$ cat config.mk
export PLATFORM = sky130hd
export DESIGN_NAME = ntt_axil_ctrl_slave
export DESIGN_NICKNAME = d
export VERILOG_FILES = /design/src/rtl/ntt_axil_ctrl_slave.sv
export SDC_FILE = /design/constraint.sdc
export NUM_CORES = 1
export LEC_CHECK = 0
export ABC_AREA = 1
export BUFFER_PORTS_ARGS = -buffer_cell sky130_fd_sc_hd__buf_2
export CORE_MARGIN = 5
export CORE_UTILIZATION = 39
export DETAILED_ROUTE_END_ITERATION = 16
export GPL_ROUTABILITY_DRIVEN = 0
export PLACE_DENSITY = 0.87
export SETUP_SLACK_MARGIN = 0.5
export SLEW_MARGIN = 20
export SYNTH_ARGS = -nofsm -noshare
export SYNTH_HDL_FRONTEND = slang
export SYNTH_SLANG_ARGS = --single-unit
$ cat constraint.sdc
create_clock -name ACLK -period 1.3 [get_ports ACLK]
set_input_delay 0.26 -clock ACLK [delete_from_list [all_inputs] [get_ports ACLK]]
set_output_delay 0.26 -clock ACLK [all_outputs]
set_load 0.01 [all_outputs]
$ cat src/rtl/ntt_axil_ctrl_slave.sv
// ntt_axil_ctrl_slave
//   AXI4-Lite responder for the NTT control block. Decodes CTRL/STATUS/IE/ID,
//   issues a one-cycle start pulse and mode bit to the NTT core, tracks
//   busy/done/error and drives the level done-interrupt to the PS.
// Ports:
//   ACLK, ARESETn          clock, synchronous active-low reset
//   S_AXI_AW*/W*/B*        AXI4-Lite write address, data and response channels
//   S_AXI_AR*/R*           AXI4-Lite read address and data channels
//   ntt_start / ntt_mode   start pulse and NTT(0)/iNTT(1) select to the core
//   ntt_done               one-cycle completion pulse from the core
//   irq                    registered done & IE level interrupt
`timescale 1ns/1ps
module ntt_axil_ctrl_slave #(
    parameter int          C_ADDR_WIDTH = 4,
    parameter int          C_DATA_WIDTH = 32,
    parameter logic [31:0] C_IP_VERSION = 32'h0001_0000
) (
    input  logic                      ACLK,
    input  logic                      ARESETn,
    input  logic [C_ADDR_WIDTH-1:0]   S_AXI_AWADDR,
    input  logic                      S_AXI_AWVALID,
    output logic                      S_AXI_AWREADY,
    input  logic [C_DATA_WIDTH-1:0]   S_AXI_WDATA,
    input  logic [C_DATA_WIDTH/8-1:0] S_AXI_WSTRB,
    input  logic                      S_AXI_WVALID,
    output logic                      S_AXI_WREADY,
    output logic [1:0]                S_AXI_BRESP,
    output logic                      S_AXI_BVALID,
    input  logic                      S_AXI_BREADY,
    input  logic [C_ADDR_WIDTH-1:0]   S_AXI_ARADDR,
    input  logic                      S_AXI_ARVALID,
    output logic                      S_AXI_ARREADY,
    output logic [C_DATA_WIDTH-1:0]   S_AXI_RDATA,
    output logic [1:0]                S_AXI_RRESP,
    output logic                      S_AXI_RVALID,
    input  logic                      S_AXI_RREADY,
    output logic                      ntt_start,
    output logic                      ntt_mode,
    input  logic                      ntt_done,
    output logic                      irq
);

    localparam logic [1:0] RESP_OKAY   = 2'b00;
    localparam logic [1:0] RESP_SLVERR = 2'b10;

    typedef enum logic [1:0] {
        REG_CTRL   = 2'd0,
        REG_STATUS = 2'd1,
        REG_IE     = 2'd2,
        REG_ID     = 2'd3
    } reg_idx_e;

    // Write channel holding registers
    logic                    aw_valid_q, aw_valid_d;
    logic [C_ADDR_WIDTH-1:0] aw_addr_q,  aw_addr_d;
    logic                    w_valid_q,  w_valid_d;
    logic [2:0]              w_data_q,   w_data_d;
    logic                    w_strb0_q,  w_strb0_d;
    logic                    bvalid_q,   bvalid_d;
    logic [1:0]              bresp_q,    bresp_d;
    // Read channel
    logic                    rvalid_q,   rvalid_d;
    logic [C_DATA_WIDTH-1:0] rdata_q,    rdata_d;
    logic [1:0]              rresp_q,    rresp_d;
    // Control/status state
    logic mode_q,  mode_d;
    logic busy_q,  busy_d;
    logic done_q,  done_d;
    logic error_q, error_d;
    logic ie_q,    ie_d;
    logic start_q, start_d;
    logic irq_q,   irq_d;
    // Holds all READY outputs low until the first edge after reset releases
    logic init_q;

    logic                    commit;
    logic                    aw_mapped, ar_mapped;
    reg_idx_e                aw_idx, ar_idx;
    logic [C_DATA_WIDTH-1:0] rd_val;
    logic                    unused_bits;

    assign unused_bits = ^{S_AXI_WDATA[C_DATA_WIDTH-1:3], S_AXI_WSTRB[C_DATA_WIDTH/8-1:1]};

    assign S_AXI_AWREADY = init_q & ~aw_valid_q & ~bvalid_q;
    assign S_AXI_WREADY  = init_q & ~w_valid_q  & ~bvalid_q;
    assign S_AXI_ARREADY = init_q & ~rvalid_q;
    assign S_AXI_BVALID  = bvalid_q;
    assign S_AXI_BRESP   = bresp_q;
    assign S_AXI_RVALID  = rvalid_q;
    assign S_AXI_RDATA   = rdata_q;
    assign S_AXI_RRESP   = rresp_q;
    assign ntt_start     = start_q;
    assign ntt_mode      = mode_q;
    assign irq           = irq_q;

    // Only the four words at offsets 0x0..0xC exist; any higher decoded bit is a hole
    assign aw_mapped = (aw_addr_q >> 4) == '0;
    assign ar_mapped = (S_AXI_ARADDR >> 4) == '0;
    assign aw_idx    = reg_idx_e'(aw_addr_q[3:2]);
    assign ar_idx    = reg_idx_e'(S_AXI_ARADDR[3:2]);
    assign commit    = aw_valid_q & w_valid_q & ~bvalid_q;

    always_comb begin
        rd_val = '0;
        if (ar_mapped) begin
            unique case (ar_idx)
                REG_CTRL:   rd_val[1]   = mode_q;
                REG_STATUS: rd_val[2:0] = {error_q, done_q, busy_q};
                REG_IE:     rd_val[0]   = ie_q;
                REG_ID:     rd_val      = C_IP_VERSION[C_DATA_WIDTH-1:0];
            endcase
        end
    end

    // NOTE: every variable gets its default before any branch so no latch is inferred.
    always_comb begin
        logic ack, err_evt, err_clr;
        aw_valid_d = aw_valid_q;
        aw_addr_d  = aw_addr_q;
        w_valid_d  = w_valid_q;
        w_data_d   = w_data_q;
        w_strb0_d  = w_strb0_q;
        bvalid_d   = bvalid_q;
        bresp_d    = bresp_q;
        rvalid_d   = rvalid_q;
        rdata_d    = rdata_q;
        rresp_d    = rresp_q;
        mode_d     = mode_q;
        busy_d     = busy_q;
        done_d     = done_q;
        error_d    = error_q;
        ie_d       = ie_q;
        start_d    = 1'b0;
        ack        = 1'b0;
        err_evt    = 1'b0;
        err_clr    = 1'b0;

        if (S_AXI_AWVALID && S_AXI_AWREADY) begin
            aw_valid_d = 1'b1;
            aw_addr_d  = S_AXI_AWADDR;
        end
        if (S_AXI_WVALID && S_AXI_WREADY) begin
            w_valid_d = 1'b1;
            w_data_d  = S_AXI_WDATA[2:0];
            w_strb0_d = S_AXI_WSTRB[0];
        end
        if (bvalid_q && S_AXI_BREADY) bvalid_d = 1'b0;

        if (commit) begin
            aw_valid_d = 1'b0;
            w_valid_d  = 1'b0;
            bvalid_d   = 1'b1;
            bresp_d    = aw_mapped ? RESP_OKAY : RESP_SLVERR;
            if (aw_mapped && w_strb0_q) begin
                unique case (aw_idx)
                    REG_CTRL: begin
                        if (w_data_q[0]) begin
                            if (busy_q) begin
                                err_evt = 1'b1;
                            end else begin
                                mode_d  = w_data_q[1];
                                busy_d  = 1'b1;
                                done_d  = 1'b0;
                                start_d = 1'b1;
                            end
                        end else if (!busy_q) begin
                            // Idle CTRL write with START=0 is the done acknowledge
                            mode_d = w_data_q[1];
                            ack    = 1'b1;
                        end
                    end
                    REG_STATUS: err_clr = w_data_q[2];
                    REG_IE:     ie_d    = w_data_q[0];
                    REG_ID:     ;
                endcase
            end
        end

        // Completion takes priority over an acknowledge on the same edge
        if (ntt_done && busy_q) begin
            busy_d = 1'b0;
            done_d = 1'b1;
        end else if (ack) begin
            done_d = 1'b0;
        end

        // A new error event outranks a simultaneous write-1-to-clear
        if (err_clr) error_d = 1'b0;
        if (err_evt) error_d = 1'b1;

        irq_d = done_q & ie_q;

        if (rvalid_q && S_AXI_RREADY) rvalid_d = 1'b0;
        if (S_AXI_ARVALID && S_AXI_ARREADY) begin
            rvalid_d = 1'b1;
            rdata_d  = rd_val;
            rresp_d  = ar_mapped ? RESP_OKAY : RESP_SLVERR;
        end
    end

    // NOTE: sequential state uses non-blocking assignments so every register samples pre-edge values.
    always_ff @(posedge ACLK) begin
        if (!ARESETn) begin
            aw_valid_q <= 1'b0;
            aw_addr_q  <= '0;
            w_valid_q  <= 1'b0;
            w_data_q   <= '0;
            w_strb0_q  <= 1'b0;
            bvalid_q   <= 1'b0;
            bresp_q    <= RESP_OKAY;
            rvalid_q   <= 1'b0;
            rdata_q    <= '0;
            rresp_q    <= RESP_OKAY;
            mode_q     <= 1'b0;
            busy_q     <= 1'b0;
            done_q     <= 1'b0;
            error_q    <= 1'b0;
            ie_q       <= 1'b1;
            start_q    <= 1'b0;
            irq_q      <= 1'b0;
            init_q     <= 1'b0;
        end else begin
            aw_valid_q <= aw_valid_d;
            aw_addr_q  <= aw_addr_d;
            w_valid_q  <= w_valid_d;
            w_data_q   <= w_data_d;
            w_strb0_q  <= w_strb0_d;
            bvalid_q   <= bvalid_d;
            bresp_q    <= bresp_d;
            rvalid_q   <= rvalid_d;
            rdata_q    <= rdata_d;
            rresp_q    <= rresp_d;
            mode_q     <= mode_d;
            busy_q     <= busy_d;
            done_q     <= done_d;
            error_q    <= error_d;
            ie_q       <= ie_d;
            start_q    <= start_d;
            irq_q      <= irq_d;
            init_q     <= 1'b1;
        end
    end

endmodule
==> results of run 1 <==
[layer usage]
metal / global-route usage (%) / wire, um / up-vias
li1: - / - / 516
met1: 11.3 / 976 / 450
met2: 20.7 / 1360 / 31
met3: 3.06 / 166 / 6
met4: 5.33 / 48 / 0
met5: 0 / 0 / -
[cells in the final DEF, fill, tap and decap left out]
master and instances:
dfxtp_4 4, inv_1 15, o21ai_2 5, ha_1 4, o21ai_1 3, o22ai_2 1, nor2_2 7, buf_2 18
inv_4 2, a21oi_2 1, nor2_4 6, clkbuf_8 1, dfxtp_2 7, nand4_1 2, o21ai_0 2, nand3_1 4
nand2_2 3, nor2_1 17, nand2_1 24, nand3_4 2, buf_6 13, o21bai_1 1, clkbuf_4 3, conb_1 32
dfxtp_1 11, nand2_4 2, inv_2 2, nand3_2 2, clkinv_4 1, buf_4 5, a21oi_1 2
[power groups by stage]
| stage | clock (W) | combinational, W | sequential, W |
|---|---|---|---|
| after floorplan | 0 | 0.000207 | 0.000738 |
| after global placement | 0 | 0.000193 | 0.000739 |
| after detailed placement | 0 | 0.000197 | 0.000739 |
| after CTS | 0.000388 | 0.000235 | 0.000726 |
| after global routing | 0.000412 | 0.000288 | 0.000735 |
| final | 0.000379 | 0.000259 | 0.000730 |
[cell usage after synthesis, drive strengths merged]
cell type,n
a21oi,3
buf,33
clkinv,1
conb,1
dfxtp,22
ha,4
inv,19
nand2,29
nand3,8
nand4,2
nor2,30
o21ai,10
o21bai,1
o22ai,1
[layout make-up]
cell class	instances	area share (%)
tap	44	3.47
clock buffer	4	2.29
timing repair buffer	36	17.3
multi-input combinational	120	42.4
sequential	22	29.3
inverter	20	5.36
[kinds of logic (layout without fill, tap and decap cells)]
group | count (synthesis) | in the layout
simple gates | 69 | 69
buf+inv | 53 | 60
flops | 22 | 22
compound gates | 15 | 15
fa+ha+maj | 4 | 4
other cells | 1 | 32
[per-stage QoR]
stage               worst slack, ps  cells
finish                         64.4    246
global route                   7.10    246
CTS                            26.4    243
detailed placement              307    234
global placement                319    234
floorplan                       381    195
[worst max path at each step]
stage	startpoint	end	slack, ps	depth (start not counted)
floorplan	init_q	S_AXI_RDATA[2]	380	7
finish	S_AXI_BVALID	S_AXI_WREADY	60	4
detailed placement	S_AXI_ARADDR[3]	S_AXI_RDATA[1]	310	7
global placement	S_AXI_ARADDR[3]	S_AXI_RDATA[1]	320	7
CTS	S_AXI_BVALID	S_AXI_AWREADY	30	4
global route	S_AXI_BVALID	S_AXI_AWREADY	7	4
[what timing repair did]
item | in CTS | in global routing
gates cloned | 0 | 0
endpoints found under the hold margin | 0 | 0
hold buffers | 0 | 0
pin swaps | 7 | 8
gates resized for setup | 29 | 19
endpoints found under the setup margin | 30 | 32
setup buffers | 5 | 3
==> reports/results.ini, run 1 <==
[setup_path]
worst_setup_path_start_kind = flip-flop
arrival_ps = 980
r2r_end = ie_q
cpMaxStageDelayCell = dfxtp_4
crit_path_max_incr_delay_ps = 370
crit_buf_inv = 2
crit_fanout = 2
reg2reg_from = S_AXI_BVALID
worst_r2r_setup_slack_ps = 120
crit_type = flip-flop to output pin
worst_ep_required_time_ps = 1040
reg2regPathDepth = 9
path_cells = inv_4, nand2_4, nor2_2, buf_2
critical_path.top_delay_family = flip-flops
timing.critical_path.to_type = output pin

[sta]
final_period_minus_worst_setup_slack_ps = 1240
final-max-slew-violation-count = 0
final_hold_viol_count = 0
fin_skew_ps = 2.67
final_min_period_over_clock_period_pct = 95.0
timing.hold.ws_ps = 154
finalSetupViolCount = 0
setup_total_negative_slack_ps = 0
unrepaired_setup_endpoints_after_global_routing = true
max_clock_freq_mhz = 809

[worst_hold_path]
hold_path_depth = 2
hp-class = primary input to flip-flop
worst_hold_startpoint = ntt_done
min_to = busy_q

[clock_network]
htreeDepth = 1
clkSinkCount = 22
tritoncts = yes
clock_latency_on_the_worst_skew_pair_ps = 310
cts.reportedPaths.clkPinSlew_ps = 120
ctsLongestPathBuffers = 2
cts_buffers = 3
root_buffer = clkbuf_4

[floorplanning]
floorplan.core_area_sq_um = 3030
die-width_um = 66.0
top_level_ports = 96
dieArea_sq_um = 4350
initial_utilization_pct = 40.4
placementRows = 20
dieHeight_um = 66.0

[power_and_ir_drop]
p_int_w = 0.000967
net-switching-power_w = 0.000401
comb_power_share_pct = 18.9
seq_power_share_pct = 53.4
power.share.switching_pct = 29.3
power_w = 0.00137
power.density_cell_area_nw_per_um2 = 862
clock_power_share_pct = 27.7
power.leakage_nw = 0.782
irDropWorstVdd_mv = 0.429

[place]
buffer_ports.inserted = 27
dp.final_hpwl_um = 1820
placement_stage_cell_area_sq_um = 1310

[layout]
antenna-diode-count = 0
synthToLayoutAreaGrowth_pct = 29.8
share_of_the_core_filled_with_cells_in_the_final_layout_pct = 52.4
largest_register_ffs = 4
fin_nets = 259
drive_above_1_share_pct = 42.1
multiInputGateArea_sq_um = 672
num-fill-cells = 306
sequential_cell_area_in_the_final_layout_sq_um = 464
stdcell_area_sq_um = 1590

[grt]
antenna_found_initial = 0
grt_first_pass_wirelength_um = 3810
grt_overflow = 0
grt_start_max_net_pins = 13
number_of_global_route_vias_before_repair = 937
grt_usage_pct = 11.1

[synth]
synthAdderAreaFrac_pct = 4.09
cell_types_with_the_largest_area_share_after_synthesis = dfxtp_1, buf_4, nand2_1
syn-cell-area_sq_um = 1220
combinational_family_with_the_most_area_after_synthesis = buffers and inverters
synthMuxAreaShare_pct = 0
synth_simple_gate_area_share_pct = 26.3
synth_xor_area_share_pct = 0
synth.ff_latch_count = 22
syn_area_per_cell_sq_um = 7.45
synth_cell_types = 21
complex_gate_fraction_of_the_synthesized_area_pct = 6.96
synth_top_area_share_pct = 36.0
synthDominantAreaCellType = dfxtp_1
yosys_warnings = 0
yosysSeqAreaShare_pct = 36.0
netlist_instances = 164

[status]
outcome = finished clean

[routing]
drt-wirelength-per-cell_um = 10.4
drt_pre_antenna_iters = 4
drt-vias-per-instance = 4.08
wirelength_um = 2550
drt.antenna.violating_nets = 0
remaining_drc_errors = 0
detail_route.iter0.violations = 32
num_vias = 1003

[run]
timing.max_cap.violations = 0

Power figures use the tool's default switching activity.
==> inputs of run 2 (changes only) <==
ABC_AREA = not set   (was 1)
PLACE_DENSITY = 0.88   (was 0.87)
SLEW_MARGIN = 40   (was 20)
==> run 2 against run 1 <==
Effect of this change: first-iteration DRC count is 50% lower; flip-flop and latch count did not move; synthesized area down 2.3%; register-to-register slack worse by 80 ps; clock-buffer cell count did not move; worst setup slack got worse by 53 ps.
==> reports/results.ini, run 2 <==
[worst_hold_path]
hp-class = primary input to flip-flop
worst_hold_startpoint = S_AXI_WDATA[1]

[floorplanning]
placementRows = 20
initial_utilization_pct = 39.8
die-width_um = 65.4
floorplan.core_area_sq_um = 3000
top_level_ports = 96
dieArea_sq_um = 4270
dieHeight_um = 65.4

[power_and_ir_drop]
power.leakage_nw = 0.762
power_w = 0.00144
irDropWorstVdd_mv = 0.589
power.density_cell_area_nw_per_um2 = 873

[grt]
grt_first_pass_wirelength_um = 3850
grt_overflow = 0
grt_start_max_net_pins = 29
number_of_global_route_vias_before_repair = 855
grt_usage_pct = 12.0
antenna_found_initial = 0

[layout]
num-fill-cells = 287
mostFrequentLayoutCells = conb_1, buf_2, buf_6
largest_register_ffs = 4
drive_above_1_share_pct = 50.8
synthToLayoutAreaGrowth_pct = 38.3
share_of_the_core_filled_with_cells_in_the_final_layout_pct = 55.0
stdcell_area_sq_um = 1650
antenna-diode-count = 0
layout_commonest_cell = conb_1
fin_nets = 234

[synth]
ys_dominant_reg_cell = dfxtp_1
synth_most_common_cell = buf_4
synth.ff_latch_count = 22
syn-cell-area_sq_um = 1190
synth_top_area_share_pct = 36.9
ys_async_sr_fraction_pct = 0
synthDominantAreaCellType = dfxtp_1
yosys_warnings = 0
edff_count_synth = 0
syn_area_per_cell_sq_um = 8.92
netlist_top_cells_count = buf_4, dfxtp_1, nand2_1
synth_cell_types = 33
yosysSeqAreaShare_pct = 36.9
cell_types_with_the_largest_area_share_after_synthesis = dfxtp_1, buf_4, nand2_1
netlist_instances = 134

[setup_path]
cp_num_cells = 2
cp-endpoint = S_AXI_WREADY
worst_ep_required_time_ps = 1040
critical_path.top_delay_family = flip-flops
cpMaxStageDelayCell = dfxtp_4
arrival_ps = 1030
crit_type = flip-flop to output pin
worst_r2r_setup_slack_ps = 40
timing.critical_path.to_type = output pin
r2r_end = error_q
worst_setup_path_start_kind = flip-flop
crit_path_max_incr_delay_ps = 400
crit_fanout = 6
crit_start = init_q
crit_buf_inv = 1
reg2reg_from = aw_valid_q
reg2regPathDepth = 4
path_cells = nor3b_2, buf_2

[routing]
drt-wirelength-per-cell_um = 12.3
wirelength_met1_um = 988
remaining_drc_errors = 0
route.top_layer_used = met4
wire_length_on_met2_um = 1370
met3WireLength_um = 177
drt.antenna.violating_nets = 0
num_vias = 961
drt_pre_antenna_iters = 4
detail_route.iter0.violations = 16
wirelength_um = 2580
drt-vias-per-instance = 4.58

[status]
outcome = finished clean

[sta]
setup_total_negative_slack_ps = 0
fin_skew_ps = 9.69
final_hold_viol_count = 0
finalSetupViolCount = 0
unrepaired_setup_endpoints_after_global_routing = true
final-max-slew-violation-count = 0
max_clock_freq_mhz = 776
final_period_minus_worst_setup_slack_ps = 1290
final_min_period_over_clock_period_pct = 99.1

[clock_network]
ctsLongestPathBuffers = 2
root_buffer = clkbuf_4
htreeDepth = 1
clkSinkCount = 22
tritoncts = yes
clock_latency_on_the_worst_skew_pair_ps = 330
hold_buffers = 0
cts_buffers = 3
cts.reportedPaths.clkPinSlew_ps = 130

[place]
buffer_ports.inserted = 27
dp.final_hpwl_um = 1730
placement_stage_cell_area_sq_um = 1300

[run]
timing.max_cap.violations = 0

## run 2: cell count changes after synthesis, sizes merged, moves of 3 or more
cell,delta
a21boi,+3
clkbuf,+4
inv,-15
nand2,-15
nor2,-29
nor2b,+3
## run 2: report_power, final
group | leakage (nW) | internal (W) | total (W) | switching, W
Combinational | 0.550 | 0.000125 | 0.000265 | 0.000141
Clock | 0.0261 | 0.000236 | 0.000465 | 0.000229
Sequential | 0.187 | 0.000691 | 0.000714 | 0.0000229
## run 2: timing repair
action | CTS | global route
resized for setup | 35 | 18
cloned | 0 | 0
buffers inserted | 11 | 4
pin swaps | 9 | 4
setup endpoints to repair | 31 | 32
## run 2: logic make-up after synthesis
logic type | Yosys count | share of synthesized area [%]
simple gates | 44 | 22.9
buf+inv | 40 | 22.6
flops | 22 | 36.9
compound gates | 21 | 11.4
fa+ha+maj | 4 | 4.19
mux | 2 | 1.68
other cells | 1 | 0.314
## run 2: layout make-up
cell class	instances	area, sq um	area share (%)
Multi-Input combinational cell	103	724	43.8
Sequential cell	22	474	28.7
Timing Repair Buffer	44	345	20.9
Clock buffer	4	47.5	2.88
Tap cell	33	41.3	2.50
Inverter	4	20.0	1.21
## run 2: worst min path at each step
stage | endpoint | slack (ps) | depth (start not counted)
3_5_place_dp | S_AXI_RDATA[2] | 450 | 2
3_3_place_gp | w_data_q[2] | 440 | 2
2_1_floorplan | init_q | 290 | 0
5_1_grt | w_data_q[1] | 170 | 3
6_report | w_data_q[1] | 160 | 3
4_1_cts | aw_addr_q[3] | 150 | 3
## run 2: tightest hold or removal path, delay by kind of cell
family                 cells  cell delay, ps
AOI/OAI and AO/OA          1              60
buffers and inverters      1              80
and+or+nand+nor            1              60
## run 2: layer usage
layer	GRT usage, %	vias to the layer above
li1	-	482
met5	0	-
met3	4.44	5
met2	20.9	34
met4	6.22	0
met1	12.6	440
## run 2: stage by stage
| stage | worst slack [ps] | hold WS (ps) | std cells |
|---|---|---|---|
| floorplan | 160 | 288 | 165 |
| global placement | 83.0 | 442 | 191 |
| detailed placement | -14.8 | 452 | 191 |
| CTS | 16.4 | 153 | 206 |
| global route | -49.3 | 168 | 210 |
| finish | 11.2 | 160 | 210 |
==> inputs of run 3 (changes only) <==
BUFFER_PORTS_ARGS = not set   (was -buffer_cell sky130_fd_sc_hd__buf_2)
CORE_UTILIZATION = 50   (was 39)
DONT_BUFFER_PORTS = 1   (was not set)
PLACE_DENSITY = 0.73   (was 0.88)
==> run 3 against run 2 <==
Effect of this change: sequential share of layout area increased by 6.7 points; hold slack got worse by 120 ps; design area decreased by 18%; first-iteration DRC count up 6.3%; flip-flop and latch count is the same; clock power fell by 33%; fmax up 4.3%; power fell by 17%; clock skew down 8.8 ps; largest power group unchanged.
==> reports/results.ini, run 3 (synthesized netlist as in run 2, its figures left out) <==
[setup_path]
arrival_ps = 1480
crit_path_max_incr_delay_ps = 450
critical_path.top_delay_family = simple AND/OR/NAND/NOR gates
worst_r2r_setup_slack_ps = 60
worst_ep_required_time_ps = 1550
crit_type = flip-flop to flip-flop
timing.critical_path.to_type = flip-flop
path_cells = nand4b_4, or4_4, o21ai_2
r2r_end = error_q
crit_buf_inv = 0
reg2regPathDepth = 3
reg2reg_from = S_AXI_BVALID
worst_setup_path_start_kind = flip-flop
crit_fanout = 7
cpMaxStageDelayCell = or4_4

[sta]
unrepaired_setup_endpoints_after_global_routing = true
setup_total_negative_slack_ps = 0
final_min_period_over_clock_period_pct = 95.1
finalSetupViolCount = 0
timing.hold.ws_ps = 38.6
final-max-slew-violation-count = 0
final_period_minus_worst_setup_slack_ps = 1240
final_hold_viol_count = 0
fin_skew_ps = 0.911
max_clock_freq_mhz = 809

[layout]
layout_commonest_cell = conb_1
fin_nets = 201
largest_register_ffs = 4
antenna-diode-count = 0
mostFrequentLayoutCells = conb_1, nand2_1, dfxtp_4
drive_above_1_share_pct = 36.8
stdcell_area_sq_um = 1360
synthToLayoutAreaGrowth_pct = 14.0
instances_no_fill = 172

[place]
dp.cells = 159
placement_stage_cell_area_sq_um = 1160
dp.final_hpwl_um = 1670
buffer_ports.inserted = 0

[clock_network]
cts.reportedPaths.clkPinSlew_ps = 120
root_buffer = clkbuf_4
cts_buffers = 3
clkSinkCount = 22
clock_latency_on_the_worst_skew_pair_ps = 300
tritoncts = yes
ctsLongestPathBuffers = 2
htreeDepth = 1

[routing]
drt.antenna.violating_nets = 0
wirelength_um = 2390
num_vias = 873
drt-vias-per-instance = 5.08
remaining_drc_errors = 0
detail_route.iter0.violations = 17
drt_pre_antenna_iters = 4
drt-wirelength-per-cell_um = 13.9

[floorplanning]
initial_utilization_pct = 53.0
dieHeight_um = 58.9
die-width_um = 58.9
placementRows = 17
floorplan.core_area_sq_um = 2250
top_level_ports = 96
dieArea_sq_um = 3470

[grt]
grt_start_max_net_pins = 30
grt_usage_pct = 13.6
global_route.usage.met1_pct = 14.0
number_of_global_route_vias_before_repair = 859
antenna_found_initial = 0
gr-max-usage-layer = met2
grt_first_pass_wirelength_um = 3670
use_met2_pct = 24.6
grt_overflow = 0
global_route_met3_utilization_pct = 5.70

[worst_hold_path]
min_to = ie_q
worst_hold_startpoint = ARESETn
hold_path_depth = 1
hp-class = primary input to flip-flop

[power_and_ir_drop]
power.leakage_nw = 0.580
power.density_cell_area_nw_per_um2 = 878
irDropWorstVdd_mv = 0.623

[run]
timing.max_cap.violations = 0

[status]
outcome = finished clean

[run 3: metrics by stage]
step	util [%]	setup WS, ps	power, W
3_3_place_gp	51.5	111	0.000861
5_1_grt	60.4	35.8	0.00126
2_1_floorplan	-	160	0.000940
3_5_place_dp	51.5	94.1	0.000866
6_report	60.4	64.2	0.00120
4_1_cts	59.2	77.9	0.00120
[run 3: power by group]
part	internal [W]	total (W)	switching [W]
sequential	0.000686	0.000717	0.0000301
clock	0.000112	0.000312	0.000200
combinational	0.0000694	0.000167	0.0000977
[run 3: how the worst max path moves through the flow]
stage / from / end / slack, ps / cells after the start
final: S_AXI_BVALID / error_q / 60 / 3
after global placement: S_AXI_BVALID / error_q / 110 / 3
after global routing: S_AXI_BVALID / error_q / 40 / 3
after detailed placement: S_AXI_BVALID / error_q / 90 / 3
after CTS: S_AXI_BVALID / error_q / 80 / 3
after floorplan: S_AXI_BVALID / error_q / 160 / 3
[run 3: final cells by class]
type,instances,area [sq um]
Clock buffer,3,22.5
Clock inverter,1,3.75
Fill cell,212,892
Inverter,4,20.0
Multi-Input combinational cell,103,713
Sequential cell,22,482
Tap cell,28,35.0
Timing Repair Buffer,11,86.3
[run 3: layer usage]
metal  up-vias  part of all wire (%)
met3         6                   9.1
met1       412                    36
met2        39                    54
met4         0                   1.3
li1        416                     -
met5         -                     0
[run 3: timing repair]
item / 4_1_cts / 5_1_grt
buffers inserted: 7 / 1
pin swaps: 9 / 2
hold endpoints to repair: 1 / 0
hold buffers: 1 / 0
gates resized for setup: 35 / 6
setup endpoints to repair: 31 / 32
[run 3: worst register-to-register path: cells and delay by family, from the launching register on]
| kind | cells | cell delay (ps) |
|---|---|---|
| AOI/OAI and AO/OA | 1 | 120 |
| DFF | 1 | 410 |
| and+or+nand+nor | 2 | 660 |
